===== config.mk =====
export PLATFORM = sky130hd
export DESIGN_NAME = fifo_reader_flat
export DESIGN_NICKNAME = d
export VERILOG_FILES = /design/src/rtl/fifo_pkg.sv /design/src/rtl/fifo_reader_if.sv /design/src/rtl/fifo_reader_skid.sv /design/src/rtl/fifo_reader.sv /design/src/flat_wrapper.sv
export SDC_FILE = /design/constraint.sdc
export NUM_CORES = 1
export LEC_CHECK = 0
export ABC_AREA = 1
export ABC_CLOCK_PERIOD_IN_PS = 1250
export CORE_MARGIN = 2
export CORE_UTILIZATION = 40
export DETAILED_ROUTE_END_ITERATION = 16
export PLACE_DENSITY = 0.75
export SYNTH_ARGS = -nofsm -noshare
export SYNTH_HDL_FRONTEND = slang
export SYNTH_SLANG_ARGS = --single-unit

===== constraint.sdc =====
create_clock -name clk -period 1.25 [get_ports clk]
set_input_delay 0.25 -clock clk [delete_from_list [all_inputs] [get_ports clk]]
set_output_delay 0.25 -clock clk [all_outputs]
set_load 0.01 [all_outputs]

===== src/rtl/fifo_pkg.sv =====
// Shared definitions for the FIFO read-side blocks: default sizes and the
// reader engine state encoding.
package fifo_pkg;

  localparam int unsigned FIFO_WIDTH_DEF = 16;
  localparam int unsigned FIFO_DEPTH_DEF = 8;

  typedef enum logic [1:0] {
    IDLE,
    ACTIVE,
    STOPPING
  } rd_state_e;

endpackage


===== src/rtl/fifo_reader_if.sv =====
// FIFO read port plus downstream valid/ready stream, as seen by fifo_reader.
// master = the reader engine, slave = the FIFO and consumer side.
interface fifo_reader_if
  import fifo_pkg::*;
#(
  parameter int unsigned WIDTH = FIFO_WIDTH_DEF
) ();

  logic             rd_en;
  logic             empty;
  logic             underflow;
  logic [WIDTH-1:0] data_out;
  logic             m_valid;
  logic             m_ready;
  logic [WIDTH-1:0] m_data;

  modport master (
    output rd_en, m_valid, m_data,
    input  empty, underflow, data_out, m_ready
  );

  modport slave (
    input  rd_en, m_valid, m_data,
    output empty, underflow, data_out, m_ready
  );

endinterface


===== src/rtl/fifo_reader_skid.sv =====
// Ring buffer that absorbs FIFO read data and presents the oldest word on
// the downstream stream; m_valid is a registered view of occupancy.
module fifo_reader_skid
  import fifo_pkg::*;
#(
  parameter int unsigned WIDTH = FIFO_WIDTH_DEF,
  parameter int unsigned DEPTH = 2
) (
  input  logic                       clk,
  input  logic                       rst_n,
  input  logic                       wr_en,
  input  logic [WIDTH-1:0]           wr_data,
  input  logic                       pop,
  output logic                       m_valid,
  output logic [WIDTH-1:0]           m_data,
  output logic [$clog2(DEPTH):0]     occ
);

  localparam int unsigned PW = $clog2(DEPTH);
  localparam int unsigned CW = PW + 1;

  logic [WIDTH-1:0] mem [DEPTH];
  logic [PW-1:0]    wr_ptr;
  logic [PW-1:0]    rd_ptr;
  logic [CW-1:0]    occ_next;

  always_comb begin
    occ_next = occ;
    case ({wr_en, pop})
      2'b10:   occ_next = occ + 1'b1;
      2'b01:   occ_next = occ - 1'b1;
      default: occ_next = occ;
    endcase
  end

  // Pointers are PW bits wide, so wrap modulo DEPTH falls out of the width.
  always_ff @(posedge clk or negedge rst_n) begin
    if (!rst_n) begin
      mem     <= '{default: '0};
      wr_ptr  <= '0;
      rd_ptr  <= '0;
      occ     <= '0;
      m_valid <= 1'b0;
    end else begin
      if (wr_en) begin
        mem[wr_ptr] <= wr_data;
        wr_ptr      <= wr_ptr + 1'b1;
      end
      if (pop) begin
        rd_ptr <= rd_ptr + 1'b1;
      end
      occ     <= occ_next;
      m_valid <= (occ_next != '0);
    end
  end

  assign m_data = mem[rd_ptr];

  a_no_overflow: assert property (@(posedge clk) disable iff (!rst_n)
    !(wr_en && !pop && (occ == CW'(DEPTH))));

endmodule


===== src/rtl/fifo_reader.sv =====
// FIFO read-side consumer: issues rd_en only with guaranteed local space,
// captures data_out a cycle later and streams it out on valid/ready.
module fifo_reader
  import fifo_pkg::*;
#(
  parameter int unsigned FIFO_WIDTH = FIFO_WIDTH_DEF,
  parameter int unsigned FIFO_DEPTH = FIFO_DEPTH_DEF,
  parameter int unsigned SKID_DEPTH = 2
) (
  input  logic          clk,
  input  logic          rst_n,
  input  logic          en,
  fifo_reader_if.master bus,
  output logic          busy,
  output logic          err,
  output logic [15:0]   rd_count
);

  localparam int unsigned CW = $clog2(SKID_DEPTH) + 1;

  if (SKID_DEPTH < 2 || (SKID_DEPTH & (SKID_DEPTH - 1)) != 0 || FIFO_DEPTH < 1) begin : g_param_check
    $error("fifo_reader: SKID_DEPTH must be a power of two >= 2 and FIFO_DEPTH >= 1");
  end

  rd_state_e             state;
  rd_state_e             state_next;
  logic                  inflight;
  logic                  pop;
  logic                  rd_en;
  logic                  m_valid;
  logic [FIFO_WIDTH-1:0] m_data;
  logic [CW-1:0]         occ;
  logic [CW-1:0]         credit;

  assign pop    = m_valid && bus.m_ready;
  // Space committed after this edge: buffered + in flight, less the word leaving now.
  assign credit = occ + CW'(inflight) - CW'(pop);
  assign rd_en  = (state == ACTIVE) && !bus.empty && (credit < CW'(SKID_DEPTH));

  assign bus.rd_en   = rd_en;
  assign bus.m_valid = m_valid;
  assign bus.m_data  = m_data;
  assign busy        = (state != IDLE);

  always_comb begin
    state_next = state;
    case (state)
      IDLE:     if (en) state_next = ACTIVE;
      ACTIVE:   if (!en) state_next = STOPPING;
      STOPPING: begin
        if (en)                          state_next = ACTIVE;
        else if (!inflight && occ == '0) state_next = IDLE;
      end
      default:  state_next = IDLE;
    endcase
  end

  always_ff @(posedge clk or negedge rst_n) begin
    if (!rst_n) begin
      state <= IDLE;
    end else begin
      state <= state_next;
    end
  end

  always_ff @(posedge clk or negedge rst_n) begin
    if (!rst_n) begin
      inflight <= 1'b0;
      err      <= 1'b0;
      rd_count <= '0;
    end else begin
      inflight <= rd_en;
      if (inflight && bus.underflow) begin
        err <= 1'b1;
      end
      if (pop) begin
        rd_count <= rd_count + 16'd1;
      end
    end
  end

  fifo_reader_skid #(
    .WIDTH (FIFO_WIDTH),
    .DEPTH (SKID_DEPTH)
  ) u_skid (
    .clk     (clk),
    .rst_n   (rst_n),
    .wr_en   (inflight),
    .wr_data (bus.data_out),
    .pop     (pop),
    .m_valid (m_valid),
    .m_data  (m_data),
    .occ     (occ)
  );

endmodule


===== src/flat_wrapper.sv =====
// flat-port wrapper written by rule: the top's interface ports become plain ports
module fifo_reader_flat import fifo_pkg::*;
#(
  parameter int unsigned FIFO_WIDTH = FIFO_WIDTH_DEF,
  parameter int unsigned FIFO_DEPTH = FIFO_DEPTH_DEF,
  parameter int unsigned SKID_DEPTH = 2
)
  (clk, rst_n, en, busy, err, rd_count, bus_rd_en, bus_m_valid, bus_m_data, bus_empty, bus_underflow, bus_data_out, bus_m_ready);
  fifo_reader_if #(.WIDTH((16))) bus_i ();
  input  logic clk;
  input  logic rst_n;
  input  logic en;
  output logic busy;
  output logic err;
  output logic [15:0] rd_count;
  output wire logic [$bits(bus_i.rd_en)-1:0] bus_rd_en;
  output wire logic [$bits(bus_i.m_valid)-1:0] bus_m_valid;
  output wire logic [$bits(bus_i.m_data)-1:0] bus_m_data;
  input wire logic [$bits(bus_i.empty)-1:0] bus_empty;
  input wire logic [$bits(bus_i.underflow)-1:0] bus_underflow;
  input wire logic [$bits(bus_i.data_out)-1:0] bus_data_out;
  input wire logic [$bits(bus_i.m_ready)-1:0] bus_m_ready;
  assign bus_rd_en = bus_i.rd_en;
  assign bus_m_valid = bus_i.m_valid;
  assign bus_m_data = bus_i.m_data;
  assign bus_i.empty = bus_empty;
  assign bus_i.underflow = bus_underflow;
  assign bus_i.data_out = bus_data_out;
  assign bus_i.m_ready = bus_m_ready;
  fifo_reader #(.FIFO_WIDTH(FIFO_WIDTH), .FIFO_DEPTH(FIFO_DEPTH), .SKID_DEPTH(SKID_DEPTH)) u_core (.clk(clk), .rst_n(rst_n), .en(en), .bus(bus_i), .busy(busy), .err(err), .rd_count(rd_count));
endmodule

**Word level (Yosys, flattened, before mapping)**

Cells that the tools add are included.
W data, S select, Z words.

- Reduce and logical (&&, ||, !) cells: 13
- Bitwise logic cells: 2
- Add/sub/neg operators: 7
- Muxes and demuxes: 12
- Equality and inequality tests: 7
- Order comparisons: 4

Operator list:

| cell | count |
|---|---|
| $mux W16 | 4 |
| $bwmux W32 | 1 |
| $add A16 B1 Y16 const B | 1 |
| $demux W16 S1 | 1 |
| $mux W2 | 4 |
| $logic_and A1 B1 Y1 | 6 |
| $pmux W2 S3 | 1 |
| $eq A2 B1 Y1 const B | 2 |
| $eq A2 B2 Y1 const B | 2 |
| $ge A2 B2 Y1 const B | 2 |
| $logic_not A2 Y1 | 2 |
| $ne A2 B2 Y1 const B | 2 |
| $not A1 Y2 | 2 |
| $pmux W2 S2 | 1 |
| $reduce_bool A2 Y1 | 2 |
| $ne A3 B2 Y1 const B | 1 |
| $reduce_and A3 Y1 | 1 |
| $add A1 B1 Y1 const B | 2 |
| $add A2 B1 Y2 | 1 |
| $add A2 B1 Y2 const B | 1 |
| $logic_not A1 Y1 | 2 |
| $lt A2 B1 Y1 const B | 1 |
| $lt A2 B2 Y1 const B | 1 |
| $sub A2 B1 Y2 | 1 |
| $sub A2 B1 Y2 const B | 1 |

- Flip-flop bits (word level): 57
- Bits of input ports: 22
- Word-level logic and storage cells: 55

**Logic depth before layout (Yosys ltp)**

- Depth in word-level cells: 6
- Depth in mapped cells: 9

**Hierarchy**

From an unflattened synthesis, not the netlist that was laid out.

- Cells, all modules: 277
- Area total of the unflattened synthesis: 2722.6 sq um

Modules (own cells, without submodules):

| module | area each (sq um) | cells each | instances |
|---|---|---|---|
| fifo_reader_skid | 1684.1 | 162 | 1 |
| fifo_reader | 1038.5 | 115 | 1 |

**Worst setup path before layout**

OpenSTA, ideal clock, no wires.

- Path type: reg2out
- Start point: register u_core.u_skid.m_valid
- End point: output bus_rd_en
- Data required time: 1000 ps
- Path slack: -218 ps
- Stages on the path, launching flop included: 8
- Data arrival time: 1218 ps
- Cells stage by stage: dfrtp_1 -> nand2_2 -> nand2_1 -> nand2_1 -> ha_1 -> nand3_1 -> nand2_1 -> nor2_1

- Longest elaborated chain between the ends: 4

Ends and longest elaborated chain:

| item | line | source |
|---|---|---|
| from (decl) | fifo_reader_skid.sv:14 | `output logic m_valid,` |
| from (signal assigned) | fifo_reader_skid.sv:53 | `m_valid <= (occ_next != '0);` |
| $logic_and A1 B1 Y1 | fifo_reader.sv:35 | `assign pop = m_valid && bus.m_ready;` |
| $sub A2 B1 Y2 | fifo_reader.sv:37 | `assign credit = occ + CW'(inflight) - CW'(pop);` |
| $lt A2 B2 Y1 | fifo_reader.sv:38 | `assign rd_en = (state == ACTIVE) && !bus.empty && (credit < CW'(SKID_DEPTH));` |
| $logic_and A1 B1 Y1 | fifo_reader.sv:38 |  |
| to (decl) | flat_wrapper.sv:16 | `output wire logic [$bits(bus_i.rd_en)-1:0] bus_rd_en;` |

Every way passes these cells.

**Worst setup path after layout**

- Start point: register u_core.inflight
- End point: output bus_rd_en

- Longest elaborated chain between the ends: 4

Ends and longest elaborated chain:

| item | line | source |
|---|---|---|
| from (decl) | fifo_reader.sv:27 | `logic inflight;` |
| from (signal assigned) | fifo_reader.sv:72 | `inflight <= rd_en;` |
| $add A2 B1 Y2 | fifo_reader.sv:37 |  |
| $sub A2 B1 Y2 | fifo_reader.sv:37 |  |
| $lt A2 B2 Y1 | fifo_reader.sv:38 |  |
| $logic_and A1 B1 Y1 | fifo_reader.sv:38 |  |

Every way passes these cells.

==> impl_results.md <==
* Worst Path Required at 1000 ps
* Clock tree from TritonCTS: built
* Worst-path clk slew at 70 ps
* Synth Cell Area at 2658 sq um
* Max Clock Freq at 580.8 MHz
* TritonCTS Buffers at 9
* Die height at 85.51 microns
* # clock sinks at 57
* Htree depth at 3
* Starting Density at 0.4161
* Synth top area cells: dfrtp_1, nand2_1, o21ai_2
* RSZ-0062 raised after global routing: yes
* # nets final at 451
* Maxcap violations at 0
* First-pass GRT wire length at 11830 microns
* Setup ws final at -471.7 ps
* Cell taking the most area after synthesis: dfrtp_1
* Final WL at 7766 microns
* GP Congestion at 0.8655
* Area Growth Syn to Fin at 66.05%
* Initial DRC Count at 98
* Power Density at 2340 nW/um^2
* Worst-Margin Slew at 314.1 ps
* Yosys reg bits at 57
* Distinct cells, synth at 25
* Residual DRC at 0
* Routed Antenna Nets at 0
* Finished Layout Cells at 509
* Setup_tns at -9403 ps
* Vias in the first global route at 2552
* Max-slew violations at 0
* Failing checks: negative setup slack
* Tot GR Track Use at 0.2091
* Primary FF master, synth: dfrtp_1
* Final period util at 1.377
* Tmin final at 1722 ps
* Die width at 85.51 microns
* Total gr overflow at 0
* Hold Fails Final Rpt at 0
* Fin Hold WS at 453.5 ps
* CP Cell Sequence: inv_2 -> nand3_4 -> nand2_4 -> ha_4 -> nand3_2 -> nand2_2 -> nor2_2 -> buf_2
* Hold WC Path Type: input pin to asynchronous set/reset pin
* Mapped Nets at 335
* Post-DP Area at 3548 sq um
* CP Capture Type: primary output
* Peak VDD IR at 1.503 mV
* Worst-skew pair later-pin latency at 330 ps
* Clk buf depth at 2
* Count leader, synth: nand2_1
* Antenna Cells at 0
* Post-Synthesis Cells at 311
* Relative slew margins at 0.7906
* IO Count at 58
* Initial antenna violation count at 0
* Status: complete, but fails checks
* P_leak at 2.259 nW
* Register area share after synthesis at 0.5367
* IO Port Bufs at 57
* Clk_skew at 8.215 ps
* CP Class: register to primary output
* Via count at 2537
* Clk Tree Root Cell: clkbuf_8
* Startpoint Class: register
* Cell area after layout at 4413 sq um
* Yosys warnings at 0
* # setup viols final at 44
* Crit-path slowest cell: dfrtp_2
* Crit path arrival time at 1470 ps
* Share of cells above drive strength 1 at 0.4884
* Row count at 29
* DR pass1 iterations at 4
* Share of the synthesized area in the top cell type at 0.5367
* Post-synth top cells: nand2_1, dfrtp_1, inv_1
* Number of synthesized flops with an enable pin at 0
* HPWL Detailed at 4065 microns
* Largest net degree at the start of global routing at 58
* Total Power at 10.32 mW
* Delay of the slowest cell on the worst path at 440 ps
* Core region area at 6386 sq um
* Post-synthesis async set-or-reset flop share at 1.000
* WL/cell at 15.26 microns
* Worst-path maximum fanout at 3
* Mapped Avg Cell Area at 8.545 sq um
* Die area at 7312 sq um
* Drt via density at 4.984
* Placed Cells at 465
## layout by cell type, fill, tap and decap left out, types with 3 or more instances in the layout
master | synthesis | routed
nor2_4 | 0 | 4
buf_2 | 2 | 15
buf_12 | 0 | 6
clkdlybuf4s50_1 | 0 | 19
dfrtp_1 | 57 | 55
clkdlybuf4s15_1 | 0 | 8
nor2_1 | 9 | 3
inv_1 | 36 | 34
xor2_1 | 5 | 5
nand2_1 | 119 | 64
buf_4 | 0 | 32
o21ai_0 | 19 | 16
clkbuf_2 | 0 | 3
inv_2 | 2 | 4
nand2_4 | 0 | 18
clkbuf_8 | 0 | 11
buf_6 | 4 | 26
xnor2_1 | 6 | 4
nand3_2 | 0 | 7
nand3_1 | 13 | 5
o21ai_2 | 16 | 18
nand4_1 | 3 | 3
nand2_2 | 1 | 38
nor2_2 | 2 | 4
## worst max-delay path, delay by kind of cell, from the launching register on
kind | cells | cell delay (ps)
flops | 1 | 440
fa+ha+maj | 1 | 130
simple gates | 5 | 350
buf+inv | 2 | 220
## flip-flops by register name, indices dropped and copies added (netlist names)
name / flops
u_core.u_skid.mem: 32
u_core.rd_count: 16
u_core.state: 2
u_core.u_skid.occ: 2
u_core.err: 1
u_core.inflight: 1
u_core.u_skid.m_valid: 1
u_core.u_skid.rd_ptr: 1
u_core.u_skid.wr_ptr: 1
## area by class of cell
class,instances,area [sq um]
timing repair buffer,115,1117
clock buffer,11,151.4
multi-input combinational,205,1393
clock inverter,5,77.57
inverter,39,148.9
tap,77,96.34
fill,474,1973
sequential,57,1429
## metal layers
metal	global-route usage	vias to the layer above	share of wire
met3	0.04235	21	0.048
met5	0	-	0
met2	0.3473	79	0.52
met1	0.2558	1234	0.40
li1	-	1203	-
met4	0.1140	0	0.024
## stage by stage
stage	worst slack, ps	util
finish	-471.7	0.6910
global placement	-983.2	0.5556
detailed placement	-1050	0.5556
floorplan	-81.58	-
CTS	-510.9	0.6528
global route	-552.3	0.6910
## power breakdown
| part | switching [mW] | internal, mW | total (mW) |
|---|---|---|---|
| Clock | 0.738 | 1.22 | 1.96 |
| Sequential | 0.690 | 2.58 | 3.27 |
| Combinational | 2.45 | 2.64 | 5.09 |
## timing repair
action                                  4_1_cts  5_1_grt
cloned                                        4        0
endpoints found under the hold margin        57        0
endpoints found under the setup margin       63       57
pin swaps                                    19       21
hold buffers                                  1        0
buffers inserted                             22        5
gates resized for setup                     186       85
## final timing paths
check                           startpoint               endpoint  slack, ps  depth (start not counted)
hold reg to reg                 u_core.err             u_core.err        470                          1
setup reg to reg           u_core.inflight  u_core.u_skid.mem[31]       -260                          7
min in group clk                u_core.err             u_core.err        470                          1
setup / recovery           u_core.inflight              bus_rd_en       -470                          8
max in group asynchronous            rst_n  u_core.u_skid.m_valid        520                          3
hold / removal                       rst_n   u_core.u_skid.mem[6]        450                          3
## cell families after synthesis
logic type / share of synthesized area
and+or+nand+nor: 0.2373
xor gates and xnor gates: 0.03625
AOI/OAI and AO/OA: 0.09887
buffers and inverters: 0.08145
adders and majority gates: 0.009415
DFF: 0.5367
Power figures use the tool's default switching activity.
